**config.mk**
```make
export PLATFORM = sky130hd
export DESIGN_NAME = imul_int_mul_var
export DESIGN_NICKNAME = d
export VERILOG_FILES = /design/src/rtl/imul_pkg.sv /design/src/rtl/imul_int_mul_var_dpath.sv /design/src/rtl/imul_int_mul_var.sv
export SDC_FILE = /design/constraint.sdc
export NUM_CORES = 1
export LEC_CHECK = 0
export ABC_AREA = 1
export BUFFER_PORTS_ARGS = -buffer_cell sky130_fd_sc_hd__buf_4
export CORE_UTILIZATION = 45
export CTS_CLUSTER_DIAMETER = 50
export DETAILED_ROUTE_END_ITERATION = 10
export PLACE_DENSITY = 0.63
export SETUP_SLACK_MARGIN = 0.3
export SYNTH_ARGS = -nofsm -noshare
export SYNTH_HDL_FRONTEND = slang
export SYNTH_HIERARCHICAL = 1
export SYNTH_SLANG_ARGS = --single-unit
```
**constraint.sdc**
```tcl
create_clock -name clk -period 4.5 [get_ports clk]
set_input_delay 0.225 -clock clk [delete_from_list [all_inputs] [get_ports clk]]
set_output_delay 0.225 -clock clk [all_outputs]
set_load 0.02 [all_outputs]
```
**src/rtl/imul_pkg.sv**
```systemverilog
// Shared types and constants for the variable-latency iterative integer multiplier.
package imul_pkg;

  typedef enum logic [1:0] {
    IMUL_IDLE,
    IMUL_CALC,
    IMUL_DONE
  } imul_state_t;

  localparam logic IMUL_OP_UNSIGNED = 1'b0;
  localparam logic IMUL_OP_SIGNED   = 1'b1;

endpackage

```
**src/rtl/imul_int_mul_var_dpath.sv**
```systemverilog
// Datapath for the shift-add multiplier: operand magnitude capture, accumulate,
// shift, iteration counter and final sign restoration.
module vc_SimpleAdder #(
  parameter int W = 64
) (
  input  logic [W-1:0] in0,
  input  logic [W-1:0] in1,
  output logic [W-1:0] out
);
  assign out = in0 + in1;
endmodule

module imul_int_mul_var_dpath
  import imul_pkg::*;
#(
  parameter int NBITS = 32
) (
  input  logic               clk,
  input  logic               reset,
  input  logic               i_load,
  input  logic               i_calc,
  input  logic               i_sgn,
  input  logic [NBITS-1:0]   i_a,
  input  logic [NBITS-1:0]   i_b,
  output logic               o_bm_next_zero,
  output logic               o_cnt_last,
  output logic [2*NBITS-1:0] o_result
);
  localparam int PW = 2 * NBITS;
  localparam int CW = $clog2(NBITS) + 1;

  logic [PW-1:0]    r_am;
  logic [NBITS-1:0] r_bm;
  logic [PW-1:0]    r_prod;
  logic             r_neg;
  logic [CW-1:0]    r_cnt;

  logic [NBITS-1:0] w_a_abs;
  logic [NBITS-1:0] w_b_abs;
  logic [PW-1:0]    w_sum;
  logic [PW-1:0]    w_prod_neg;

  // The most negative value maps to 2^(NBITS-1), which is still a valid unsigned magnitude.
  assign w_a_abs = (i_sgn && i_a[NBITS-1]) ? (~i_a + 1'b1) : i_a;
  assign w_b_abs = (i_sgn && i_b[NBITS-1]) ? (~i_b + 1'b1) : i_b;

  vc_SimpleAdder #(.W(PW)) u_add (
    .in0 (r_prod),
    .in1 (r_am),
    .out (w_sum)
  );

  always_ff @(posedge clk) begin
    if (reset) begin
      r_am   <= '0;
      r_bm   <= '0;
      r_prod <= '0;
      r_neg  <= 1'b0;
      r_cnt  <= '0;
    end else if (i_load) begin
      r_am   <= {{NBITS{1'b0}}, w_a_abs};
      r_bm   <= w_b_abs;
      r_prod <= '0;
      r_neg  <= i_sgn & (i_a[NBITS-1] ^ i_b[NBITS-1]);
      r_cnt  <= '0;
    end else if (i_calc) begin
      if (r_bm[0]) r_prod <= w_sum;
      r_am  <= r_am << 1;
      r_bm  <= r_bm >> 1;
      r_cnt <= r_cnt + CW'(1);
    end
  end

  assign o_bm_next_zero = (r_bm[NBITS-1:1] == '0);
  assign o_cnt_last     = (r_cnt == CW'(NBITS - 1));

  assign w_prod_neg = ~r_prod + 1'b1;
  assign o_result   = r_neg ? w_prod_neg : r_prod;

endmodule

```
**src/rtl/imul_int_mul_var.sv**
```systemverilog
// Variable-latency iterative integer multiplier with val/rdy request and response streams.
// State | meaning: IDLE accept request; CALC one shift-add per cycle; DONE hold product.
module imul_int_mul_var
  import imul_pkg::*;
#(
  parameter int NBITS = 32
) (
  input  logic               clk,
  input  logic               reset,
  input  logic               istream_val,
  output logic               istream_rdy,
  input  logic [2*NBITS:0]   istream_msg,
  output logic               ostream_val,
  input  logic               ostream_rdy,
  output logic [2*NBITS-1:0] ostream_msg
);
  imul_state_t r_state;

  logic             w_sgn;
  logic [NBITS-1:0] w_a;
  logic [NBITS-1:0] w_b;
  logic             w_load;
  logic             w_calc;
  logic             w_bm_next_zero;
  logic             w_cnt_last;

  assign w_sgn = (istream_msg[2*NBITS] == IMUL_OP_SIGNED);
  assign w_a   = istream_msg[2*NBITS-1:NBITS];
  assign w_b   = istream_msg[NBITS-1:0];

  assign istream_rdy = (r_state == IMUL_IDLE);
  assign ostream_val = (r_state == IMUL_DONE);
  assign w_load      = istream_rdy & istream_val;
  assign w_calc      = (r_state == IMUL_CALC);

  always_ff @(posedge clk) begin
    if (reset) begin
      r_state <= IMUL_IDLE;
    end else begin
      case (r_state)
        IMUL_IDLE: if (istream_val) r_state <= IMUL_CALC;
        IMUL_CALC: if (w_bm_next_zero || w_cnt_last) r_state <= IMUL_DONE;
        IMUL_DONE: if (ostream_rdy) r_state <= IMUL_IDLE;
        default:   r_state <= IMUL_IDLE;
      endcase
    end
  end

  imul_int_mul_var_dpath #(.NBITS(NBITS)) u_dpath (
    .clk            (clk),
    .reset          (reset),
    .i_load         (w_load),
    .i_calc         (w_calc),
    .i_sgn          (w_sgn),
    .i_a            (w_a),
    .i_b            (w_b),
    .o_bm_next_zero (w_bm_next_zero),
    .o_cnt_last     (w_cnt_last),
    .o_result       (ostream_msg)
  );

endmodule

```
# After elaboration in Yosys (flattened, before gate mapping)
# Cells that the tools add are included.
# op_classes
reduce_logical	9
n_mux	11
add_sub_neg	5
n_bitwise	6
eq_ne	6
# op_table
cell	count
$mux W32	6
$add A32 B1 Y32 const B	2
$add A64 B1 Y64 const B	1
$add A64 B64 Y64	1
$mux W64	1
$not A32 Y32	2
$not A64 Y64	1
$logic_not A31 Y1	1
$add A6 B1 Y6 const B	1
$eq A6 B5 Y1 const B	1
$mux W2	3
$pmux W2 S3	1
$ne A2 B2 Y1 const B	2
$reduce_and A3 Y1	1
$and A1 B1 Y1	2
$eq A2 B1 Y1 const B	1
$eq A2 B2 Y1 const B	1
$logic_and A1 B1 Y1	2
$logic_not A2 Y1	1
$ne A2 B1 Y1 const B	1
$reduce_and A2 Y1	1
$reduce_bool A2 Y1	1
$reduce_or A2 Y1	1
$logic_or A1 B1 Y1	1
$xor A1 B1 Y1	1
# word_totals
out_inout_bits	66
word_cells	44
ff_bits	169
inputBits	69

# Logic depth before layout (Yosys ltp)
# logic_depth
depth_word	4
mapped_depth	16
mapped_depth_nobuf	16

# Hierarchy
# Netlist, hierarchy kept.
# modules_own_cells
mod	cells_per_inst	n_inst	area_per_inst_um2	seq_area_each_um2
imul_int_mul_var_dpath	1746	1	10588.9	3343.2
vc_SimpleAdder	1291	1	6028.3	0.0
imul_int_mul_var	19	1	110.1	40.0

# Worst setup path after synthesis
# OpenSTA, ideal clock, no wires.
# synth_timing
kind	register to register
startpoint	register u_dpath.r_prod[0]
endpoint	register u_dpath.r_prod[60]
path_stages_with_launch	17
slack_ns	2.445
t_required_ns	4.372
setup_ns	0.128
period_less_slack_ns	2.055
arrival_ns	1.927
n_path_buf	0
cell_sequence	dfxtp_1 > ha_1 > fa_1 > nand3_1 > nand3_2 > nand2_1 > nand2_2 > nand2_1 > nand2_1 > nand2_1 > nand2_2 > nand2_1 > nand2_1 > nand2_1 > nand2_1 > o21ai_0 > a21oi_1
# synth_between
elab_chain_len	1
# synth_lines
element	line_no	source
from (decl)	imul_int_mul_var_dpath.sv:34	logic [PW-1:0] r_prod;
from (signal assigned)	imul_int_mul_var_dpath.sv:67	if (r_bm[0]) r_prod <= w_sum;
$add A64 B64 Y64	imul_int_mul_var_dpath.sv:10	assign out = in0 + in1;
named net u_dpath.w_sum[60]	imul_int_mul_var_dpath.sv:40	logic [PW-1:0] w_sum;
# The timed path passes the listed nets, and every way through them passes these cells.
# A chain may end at the register's enable or synchronous reset.

# Worst setup path after layout
# layout_timing
startpoint	register u_dpath.r_prod[1]
endpoint	output ostream_msg[46]
# layout_between
elab_chain_len	3
# layout_lines
element	line_no	source
$not A64 Y64	imul_int_mul_var_dpath.sv:77	assign w_prod_neg = ~r_prod + 1'b1;
$add A64 B1 Y64	imul_int_mul_var_dpath.sv:77	
$mux W64	imul_int_mul_var_dpath.sv:78	assign o_result = r_neg ? w_prod_neg : r_prod;
to (decl)	imul_int_mul_var.sv:15	output logic [2*NBITS-1:0] ostream_msg
# No other way between the ends.

==> key figures <==
Detailed routing
  – Detailed Routing Iterations Pass 1: 6
  – Routed WL per cell: 16.6 um
  – Total number of vias: 18800
  – Iter 0 DRT Violations: 1572
  – Vias per std cell: 5.20
  – Post-DRT Antenna Nets: 0
  – Routed Wire Length: 60.2 mm
  – # DRC: 0

Pwr
  – Switching pwr: roughly 1700 uW
  – Net Sw Frac: 37.6%
  – Clock group share of total power: 33.0%
  – Internal: 2880 uW
  – P per Cell Area: 247 nW/um2
  – Logic pwr share: 30.9%
  – Reg power frac: 36.1%
  – Maximum vdd drop: 0.261 mV
  – Leak: 0.0101 uW

Yosys
  – Syn Std Cell Area: 16700 um2
  – Synth Net Count: 3193
  – XOR/XNOR share of the synthesized area: 5.92%
  – Ys async rst share: 0%
  – Post-synth EDFFs: 0
  – Sequential area share after synthesis: roughly a fifth
  – Mux contribution to synthesized area: 0%
  – Synth Area in Simple Gates: between 40 and 50%
  – Ys flop type: dfxtp_1
  – Largest family of logic cells by synthesized area: simple AND/OR/NAND/NOR gates
  – Synth Area in Adders: 5.13%
  – Commonest cells post-synth: nand2_1 (1144), inv_1 (467), nor2_1 (301)
  – Most frequent cell after synthesis: nand2_1
  – Leading area contributor after synthesis: nand2_1
  – Compound-Gate Fraction of Synth Area: 11.2%
  – Average size of a mapped cell: 5.47 um2
  – Synth Register Bits: 169
  – Post-synth top area share: 25.7%
  – Synth area leaders: nand2_1 (26%), dfxtp_1 (20%), inv_1 (10%), nor2_1 (6.8%), a21oi_1 (5.8%)
  – Yosys warnings: 6
  – Post-Syn Instances: 3056
  – Synth unique cells: 45

CTS
  – Clk slew on worst S/H paths: 70 ps
  – Clock root cell: clkbuf_16
  – CTS max path bufs: 2
  – Post-CTS Hold Buffers: 0
  – Postcts setup bufs: 0
  – CTS resizes: 0
  – H-tree depth reported by CTS: 4
  – CTS Buf Count: 17
  – Clock sink total: between 150 and 200
  – Worst-Skew Late Latency: around 450 ps
  – TritonCTS clock tree: yes

Timing
  – Pins over their slew limit: 0
  – RSZ-0062 raised after global routing: false
  – Tmin final: 2830 ps
  – Clock Skews: 9.96 ps
  – Fin crit share: 62.9%
  – Final Hold Fails: 0
  – Relative slew slack: 37.8%
  – Fmax: 353 MHz
  – TNS Setup: 0 ps
  – Worst-Margin Slew: approximately 930 ps
  – Endpoints failing setup: 0

Worst setup path
  – Worst path max stage delay: about 360 ps
  – CP Capture Type: primary output
  – Type of origin of the critical path: flop
  – Worst EP arrival: 2610 ps
  – Worst reg2reg path depth: 15
  – Crit path max fanout: 5
  – WS Path Type: reg -> out
  – Slowest stage cell, crit path: dfxtp_1
  – CP cell instances: inv_1, ha_1, nand3_2, nor2_4, nand4_2, o21ai_2, nand2_2, nor2_2, xor2_1, buf_4
  – Required @ worst endpoint: 4280 ps

Run status
  – Status: completed

Floorplan
  – Core Area: between 30000 and 40000 um2
  – Num rows: 70
  – IO Count: 135
  – Chip width: 195 um
  – Die H: 195 um
  – Starting Density: 45.7%
  – DIE AREA: 37900 um2

Global route
  – Number of global-route vias before repair: 17400
  – First-pass GRT wire length: around 94 mm
  – Initial antenna violation count: 0
  – Largest net degree at the start of global routing: 63
  – GRT Residual Overflow: 0
  – Tot GR Track Use: 31.7%

Cells and area
  – Cell area after layout: between 15000 and 20000 um2
  – ANT cells: 0
  – P&R area growth vs syn: 11.7%
  – # nets final: 3277
  – Core Util, Final: between 50% and 60%
  – Share of cells above drive strength 1: 9.64%

Worst hold path
  – Cells on Worst Hold Path: 3
  – Worst hold-check path type: in -> reg

Placed design
  – Port Buf Inserts: 134
  – Post-DP HPWL: 49.7 mm
  – GPL Wtd Cong: a little over 1
  – Placed cell areas: between 15000 and 20000 um2

Run
  – Total of max-cap violations: 0
[layout make-up]
cell class,count,area (um2)
fillers,4091,17900
multi-input cells,2325,11200
flip-flops and latches,169,3380
inverters,482,1810
repair buffers,145,1090
well taps,468,586
clock buffers,20,447
clock inverters,12,140
[cell families (layout without fill, tap and decap cells)]
logic type / count (synthesis) / in the layout
buffers and inverters: 562 / 659
AOI/OAI and AO/OA: 360 / 360
and+or+nand+nor: 1784 / 1784
adders and majority gates: 68 / 68
xor gates and xnor gates: 113 / 113
DFF: 169 / 169
[registers in the layout (all words and copies together), names as in the netlist]
name and cells:
u_dpath/r_am 64, u_dpath/r_neg 1, u_dpath/r_bm 32, u_dpath/r_prod 64
r_state 2, u_dpath/r_cnt 6
[critical path: cells and delay by family, from the launching register on]
kind,cells,cell delay (ps)
buffers and inverters,2,310
AOI/OAI and AO/OA,1,340
DFF,1,360
xor gates and xnor gates,1,160
and+or+nand+nor,5,760
adders and majority gates,1,210
[power groups by stage]
stage                     combinational, uW  clock (uW)  sequential, uW
after floorplan                         954           0            1650
after global placement                 1400           0            1700
after detailed placement               1410           0            1700
after CTS                              1410        1550            1660
after global routing                   1570        1610            1680
final                                  1420        1520            1670
[final timing paths]
check                                  startpoint                 end  slack, ps
worst min register to register   u_dpath/r_bm[29]    u_dpath/r_bm[29]        470
worst min-delay path              istream_msg[32]     u_dpath/r_am[0]         60
worst max register to register  u_dpath/r_prod[6]  u_dpath/r_prod[59]       1760
worst max-delay path            u_dpath/r_prod[1]     ostream_msg[46]       1670
[routing by layer]
metal | share of wire, % | track usage, % | up-vias | routed length (um)
met5 | 0 | 0 | - | 0
met4 | 2.9 | 10.8 | 0 | 1770
met3 | 5.9 | 2.71 | 84 | 3570
met2 | 44 | 51.5 | 586 | 26700
met1 | 47 | 44.0 | 8548 | 28200
li1 | - | - | 9623 | -
[cell usage in the layout (no fill, tap or decap), types with 2 or more instances in the layout]
master         n
nor2_4        10
o21bai_1       3
a211oi_1       5
clkinv_1       4
inv_2         12
nor3_2         8
o21ai_1       11
clkbuf_1       2
a21oi_1      194
ha_1          67
nand3_2       13
bufinv_16      2
inv_1        466
nor2_1       301
xnor2_1       14
nor2_2        40
nand3b_1      10
buf_4        145
o31ai_1        2
nand3_1      135
clkbuf_16     17
nand4_1       41
nand2_1     1143
xor2_1        99
nor3_1        30
clkinv_4       2
o21ai_2        3
inv_6          4
a221oi_1       2
a21o_1         2
dfxtp_1      168
nand2_2       36
o21ai_0      130
o211ai_1       4
or2_2          2
clkinvlp_4     3
nor4_1         8
[stage by stage]
| step | worst slack, ps | power (uW) | hold slack, ps | std cells |
|---|---|---|---|---|
| after floorplan | 2450 | 2610 | 294 | 3056 |
| after global placement | 1820 | 3090 | 452 | 3589 |
| after detailed placement | 1750 | 3100 | 455 | 3589 |
| after CTS | 1710 | 4620 | 45.4 | 3621 |
| after global routing | 1330 | 4850 | 67.8 | 3621 |
| final | 1670 | 4610 | 60.1 | 3621 |
(Power assumes the default switching activity.)
